<file path="src/rtl/seq_pkg.sv">
// Shared definitions for the 2-bit sequence link (01 -> 10 -> 11):
// symbol constants, transmitter state type and state-to-symbol decode.
package seq_pkg;

   localparam logic [1:0] SYM_IDLE = 2'b00;
   localparam logic [1:0] SYM_1    = 2'b01;
   localparam logic [1:0] SYM_2    = 2'b10;
   localparam logic [1:0] SYM_3    = 2'b11;

   typedef enum logic [2:0] {
      IDLE,
      S1,
      S2,
      S3,
      GAP
   } tx_state_t;

   function automatic logic [1:0] state_sym(input tx_state_t s, input logic [1:0] idle_sym);
      case (s)
         S1:      return SYM_1;
         S2:      return SYM_2;
         S3:      return SYM_3;
         default: return idle_sym;
      endcase
   endfunction

endpackage

</file>
<file path="src/rtl/seq_gap_timer.sv">
// Loadable down-counter timing the idle gap between frames; zero flags expiry.
module seq_gap_timer #(
   parameter int unsigned W = 1
) (
   input  logic         clk,
   input  logic         reset,
   input  logic         load,
   input  logic         en,
   input  logic [W-1:0] load_val,
   output logic         zero
);

   logic [W-1:0] cnt;

   always_ff @(posedge clk or negedge reset) begin
      if (!reset) begin
         cnt <= '0;
      end else if (load) begin
         cnt <= load_val;
      end else if (en && (cnt != '0)) begin
         cnt <= cnt - W'(1);
      end
   end

   assign zero = (cnt == '0);

endmodule

</file>
<file path="src/rtl/seq_tx.sv">
// Sequence transmitter: emits `count` frames of 01,10,11 separated by GAP_CYCLES
// idle symbols. Optional abort input enabled by defining SEQ_TX_ABORT_EN.
module seq_tx
   import seq_pkg::*;
#(
   parameter logic [1:0]  IDLE_SYM   = SYM_IDLE,
   parameter int unsigned GAP_CYCLES = 1,
   parameter int unsigned COUNT_W    = 4
) (
   input  logic               clk,
   input  logic               reset,
   input  logic               start,
   input  logic [COUNT_W-1:0] count,
`ifdef SEQ_TX_ABORT_EN
   input  logic               abort,
`endif
   output logic [1:0]         out_bits,
   output logic               valid,
   output logic               busy,
   output logic               done
);

   // Timer needs at least one bit even when gaps are disabled.
   localparam int unsigned     GAP_W    = (GAP_CYCLES > 0) ? $clog2(GAP_CYCLES + 1) : 1;
   localparam logic [GAP_W-1:0] GAP_LOAD = (GAP_CYCLES > 0) ? GAP_W'(GAP_CYCLES - 1) : '0;

   tx_state_t          state, state_nxt;
   logic [COUNT_W-1:0] remaining, rem_nxt;
   logic               done_nxt;
   logic               gap_load, gap_en, gap_zero;
   logic               abort_req;

`ifdef SEQ_TX_ABORT_EN
   assign abort_req = abort;
`else
   assign abort_req = 1'b0;
`endif

   seq_gap_timer #(
      .W(GAP_W)
   ) u_gap_timer (
      .clk      (clk),
      .reset    (reset),
      .load     (gap_load),
      .en       (gap_en),
      .load_val (GAP_LOAD),
      .zero     (gap_zero)
   );

   always_comb begin
      state_nxt = state;
      rem_nxt   = remaining;
      done_nxt  = 1'b0;
      gap_load  = 1'b0;
      gap_en    = 1'b0;
      case (state)
         IDLE: begin
            if (start && (count != '0)) begin
               state_nxt = S1;
               rem_nxt   = count;
            end
         end
         S1: state_nxt = S2;
         S2: state_nxt = S3;
         S3: begin
            rem_nxt = remaining - COUNT_W'(1);
            if (remaining == COUNT_W'(1)) begin
               state_nxt = IDLE;
               done_nxt  = 1'b1;
            end else if (GAP_CYCLES == 0) begin
               state_nxt = S1;
            end else begin
               state_nxt = GAP;
               gap_load  = 1'b1;
            end
         end
         GAP: begin
            if (gap_zero) state_nxt = S1;
            else          gap_en    = 1'b1;
         end
         default: state_nxt = IDLE;
      endcase
      // Abort overrides every transition out of a busy state and suppresses done.
      if (abort_req && (state != IDLE)) begin
         state_nxt = IDLE;
         rem_nxt   = '0;
         done_nxt  = 1'b0;
         gap_load  = 1'b0;
         gap_en    = 1'b0;
      end
   end

   always_ff @(posedge clk or negedge reset) begin
      if (!reset) begin
         state     <= IDLE;
         remaining <= '0;
         out_bits  <= IDLE_SYM;
         valid     <= 1'b0;
         busy      <= 1'b0;
         done      <= 1'b0;
      end else begin
         state     <= state_nxt;
         remaining <= rem_nxt;
         out_bits  <= state_sym(state_nxt, IDLE_SYM);
         valid     <= (state_nxt == S1) || (state_nxt == S2) || (state_nxt == S3);
         busy      <= (state_nxt != IDLE);
         done      <= done_nxt;
      end
   end

endmodule

</file>
<file path="config.mk">
export PLATFORM = sky130hd
export DESIGN_NAME = seq_tx
export DESIGN_NICKNAME = d
export VERILOG_FILES = /design/src/rtl/seq_pkg.sv /design/src/rtl/seq_gap_timer.sv /design/src/rtl/seq_tx.sv
export SDC_FILE = /design/constraint.sdc
export NUM_CORES = 1
export LEC_CHECK = 0
export ABC_AREA = 1
export BUFFER_PORTS_ARGS = -buffer_cell sky130_fd_sc_hd__buf_4
export CAP_MARGIN = 20
export CORE_UTILIZATION = 46
export CTS_CLUSTER_DIAMETER = 30
export DETAILED_ROUTE_END_ITERATION = 12
export GPL_ROUTABILITY_DRIVEN = 1
export PLACE_DENSITY = 0.71
export SYNTH_ARGS = -nofsm -noshare
export SYNTH_HDL_FRONTEND = slang
export SYNTH_SLANG_ARGS = --single-unit
</file>
<file path="constraint.sdc">
create_clock -name clk -period 1 [get_ports clk]
set_input_delay 0.05 -clock clk [delete_from_list [all_inputs] [get_ports clk]]
set_output_delay 0.05 -clock clk [all_outputs]
set_load 0.005 [all_outputs]
</file>
Word level (Yosys, flattened, before mapping)

Cells that the tools add are included.

Register bits: 13
Input bits: 7
Output and inout bits: 5
Word-level logic and storage cells: 43

$add $sub $neg: 2
Equality and inequality tests: 9
Multiplexer cells: 15
Reductions and logical operators: 10

Operators by type and width:

| operator                                         | count |
|---|---|
| one-hot mux 3 bit (5 select lines)               | 1 |
| == test 3 x 2 -> 1 bit, second input constant    | 4 |
| two-way mux 3 bit                                | 3 |
| two-way mux 1 bit                                | 8 |
| one-hot mux 4 bit (2 select lines)               | 1 |
| == test 3 x 1 -> 1 bit, second input constant    | 2 |
| one-hot mux 2 bit (3 select lines)               | 1 |
| == test 4 x 1 -> 1 bit, second input constant    | 1 |
| two-way mux 4 bit                                | 1 |
| nonzero test 2 bit                               | 2 |
| nonzero test 4 bit                               | 1 |
| subtractor 4 x 1 -> 4 bit, second input constant | 1 |
| == test 3 bit, second input constant             | 1 |
| logical NOT 3 bit                                | 1 |
| nonzero test 3 bit                               | 1 |
| logical AND 1 bit                                | 2 |
| logical OR 1 bit                                 | 2 |
| != test 2 bit, second input constant             | 1 |
| AND reduction 2 bit                              | 1 |
| subtractor 1 bit, second input constant          | 1 |

Logic depth before layout (Yosys ltp)

Depth after elaboration: 7
Gate-level depth with buffers: 7
Gate-level depth less buffers: 7

Cells and area by module

A second synthesis with hierarchy kept.

Cell total of the unflattened synthesis: 98
Area total of the unflattened synthesis: 718.2 sq um

By module, submodules not included:

| module        | instances | cells each | area an instance (sq um) | seq. area each (sq um) |
|---|---|---|---|---|
| seq_tx        | 1         | 91         | 669.4                    | 300.3 |
| seq_gap_timer | 1         | 7          | 48.8                     | 25.0 |

Worst setup path after synthesis

OpenSTA, ideal clock, no wires.

Kind: reg-to-reg
Start: reg remaining[0]
End: reg remaining[1]
Library setup time: 0.065 ns
Arrival time: 0.946 ns
Setup slack: -0.011 ns
Cell stages (with the launch flop): 6
Path buffers: 0
Period minus slack after synthesis: 1.011 ns
Cells stage by stage: dfrtp_1 -> inv_1 -> ha_1 -> o21ai_0 -> nand2_1 -> nand2_1

Longest elaborated chain between the ends: 2

RTL lines:

| element                            | line          | RTL |
|---|---|---|
| start: declaration                 | seq_tx.sv:28  | `logic [COUNT_W-1:0] remaining, rem_nxt;` |
| start signal: assignment           | seq_tx.sv:103 | `remaining <= rem_nxt;` |
| subtractor 4 x 1 -> 4 bit          | seq_tx.sv:66  | `rem_nxt = remaining - COUNT_W'(1);` |
| one-hot mux 4 bit (2 select lines) | seq_tx.sv:56  | `case (state)` |

No other way between the ends.
A chain may end at the register's enable or synchronous reset.

Final worst setup path

Start: reg state[1]
End: reg busy

Longest elaborated chain between the ends: 3
Elaborated cells on any way between the ends: 9
Those cells by class: eq/ne (4); mux (3); reduce/logical (2)

RTL lines:

| element                                     | line          | RTL |
|---|---|---|
| start: declaration                          | seq_tx.sv:27  | `tx_state_t state, state_nxt;` |
| start signal: assignment                    | seq_tx.sv:102 | `state <= state_nxt;` |
| == test 3 bit, or another cell as far along | seq_tx.sv:56  |  |
| one-hot mux 3 bit (5 select lines) (*)      | seq_tx.sv:56  |  |
| net state_nxt[2]                            | seq_tx.sv:27  |  |
| nonzero test 3 bit (*)                      | seq_tx.sv:106 | `busy <= (state_nxt != IDLE);` |
| end signal: assignment                      | seq_tx.sv:106 |  |
| end: declaration                            | seq_tx.sv:19  | `output logic busy,` |

The timed path passes the listed nets; every way through them passes the cells marked *.

==> impl_metrics.ini <==
[min_path]
hold_class = in2reg
whs_path_depth = 5

[logic_synthesis]
yosysSeqAreaShare_pct = 49.3
async_reset_ff_share_pct = 100
synth_most_common_cell = nand2_1
synth_top_area_share_pct = 49.3
ys_warn_count = 0
synth_area_um2 = 659
synth_common_cells = nand2_1 (24), dfrtp_1 (13), nor2_1 (11)
ys_ff_latch = 13
synth.distinct_cells = 15
synth-edff-count = 0
synth_nets = 89
synthTopCellsByArea = dfrtp_1 (49%), nand2_1 (14%), nor2_1 (6.3%)
yosysTopAreaCell = dfrtp_1
postSynthCellCount = 80
syn_area_per_cell_um2 = 8.24
ys.flop_type = dfrtp_1

[clock_network]
cts_tree = yes
clockBufferDepth = 2
cts-root-buf = clkbuf_4
clk_latency_ns = 0.29
htreeDepth = 1
clkSinkCount = 13
cts_buffers = 3
path_clk_slew_ns = 0.09

[route]
vias = 599
ant_nets = 0
drc = 0
routedWlPerCell_um = 12.0
routed_via_density = 4.75
drt-total-wl_um = 1510
first_pass_iters = 4
drt_first_iter_violations = 7

[floorplan]
start_util_pct = 50.0
row_count = 13
io_pins = 12
die_w_um = 39.9
coreArea_um2 = 1320
dieArea_um2 = 1590
die_h_um = 39.9

[power_and_ir_drop]
power_density_nw_per_um2 = 3240
power.total_mw = 3.19
p_leak_nw = 0.505
ir_worst_vdd_v = 0.00209

[timing]
fin_tns_setup_ns = -0.873
tightest_slew_ns = 0.186
finalHoldViolCount = 0
rsz0062_at_grt = yes
setup_slack_ns = -0.114
slew_headroom_pct = 87.6
slew_viol_final = 0
fin_crit_ns = 1.11
finalCritPeriodShare_pct = 111
max_freq_ghz = 0.898
fin_skew_ns = 0.00145
setup_viol = 10

[finish]
nets = 121
drive_gt1_share_pct = 52.3
final_core_util_pct = 74.8
antennaDiodeCount = 0
fin_area_um2 = 986
syn_to_final_growth_pct = 49.5
fillers = 98

[global_routing]
grt_pass1_vias = 526
grt_max_degree = 14
grt_first_pass_wirelength_um = 2250
overflow = 0
antenna_found_initial = 0
grt.total_usage_pct = 22.6

[place]
dpl_cell_area_um2 = 806
routabilityCongestion = 0.743
portBuffers = 11
place_hpwl_um = 951

[setup_path]
cp-end-kind = flip-flop
crit_required_ns = 1.23
path_depth = 6
crit_chain = inv_2, nand2_4, buf_4, o21ai_2, inv_1, nand2_2
path_max_fanout = 5
crit_slowest_cell = dfrtp_2
crit_path_max_incr_delay_ns = 0.47
r2r_cells = 6
start_kind = flip-flop
path_class = reg2reg
path_buf_inv = 3
arrival_ns = 1.35
cp_top_family = flip-flops

[status]
status = complete, but fails checks
violations = setup timing

[run]
maxCapViolations = 0
## placed cells by master, fill, tap and decap left out, drive strengths merged
cell type and instances:
buf 26, clkbuf 3, clkinv 1, dfrtp 13, dlygate4sd3 1, ha 2, inv 10, nand2 28
nand3 9, nor2 14, nor3b 1, o21ai 3
## sequential cells by signal, indices dropped and copies added, names as in the netlist
name             cells
remaining            4
state                3
out_bits             2
valid                1
u_gap_timer.cnt      1
done                 1
busy                 1
## logic make-up after synthesis
family | share of synthesized area [%]
adders and majority gates | 3.79
buffers and inverters | 5.69
and+or+nand+nor | 38.3
DFF | 49.3
AOI/OAI and AO/OA | 2.85
## where the power goes
group / leakage (nW) / switching (mW) / internal, mW / total [mW]
logic: 0.329 / 0.965 / 0.907 / 1.87
clock network: 0.0177 / 0.198 / 0.149 / 0.346
registers: 0.158 / 0.203 / 0.770 / 0.973
total: 0.505 / 1.37 / 1.83 / 3.19
## area by class of cell
cell class / count / area, µm² / share of cell area [%]
clock buffers: 3 / 22.5 / 2.28
clock inverters: 1 / 5.00 / 0.508
multi-input cells: 57 / 369 / 37.4
inverters: 10 / 37.5 / 3.81
repair buffers: 27 / 205 / 20.8
flip-flops and latches: 13 / 328 / 33.2
well taps: 15 / 18.8 / 1.90
## metrics by stage
| step | std cells | setup slack (ns) | hold WS, ns |
|---|---|---|---|
| after floorplan | 80 | 0.0138 | -0.246 |
| after CTS | 121 | -0.0642 | 0.0676 |
| after detailed placement | 112 | -0.0548 | -0.0968 |
| final | 126 | -0.114 | 0.0812 |
| after global routing | 126 | -0.178 | 0.105 |
| after global placement | 112 | -0.0368 | -0.0976 |
## routing by layer
metal  vias up  part of all wire [%]  GRT usage [%]
li1        308                     -              -
met1       271                    45           30.2
met2        15                    50           32.7
met3         5                   2.1           3.41
met4         0                   2.6           15.5
met5         -                     0              0
## final timing paths
check                           startpoint              end  slack [ns]
max                               state[1]             busy       -0.11
min                               count[3]     remaining[3]        0.08
min in group asynchronous            reset             done        0.15
min reg2reg                u_gap_timer.cnt  u_gap_timer.cnt        0.54
max reg2reg                       state[1]             busy       -0.11
max in group asynchronous            reset         state[0]        0.68
## timing repair
action / 4_1_cts / 5_1_grt
endpoints found under the hold margin: 13 / 0
hold buffers: 1 / 0
setup endpoints to repair: 9 / 12
pin swaps: 3 / 8
buffers inserted: 4 / 5
resized for setup: 13 / 11
## worst reg2reg max path: stages, from the launching register on
cell and delay, ns:
dfrtp_2 0.47, inv_2 0.09, nand2_4 0.07, buf_4 0.14, o21ai_2 0.17, inv_1 0.07, nand2_2 0.06
(Power assumes the default switching activity.)
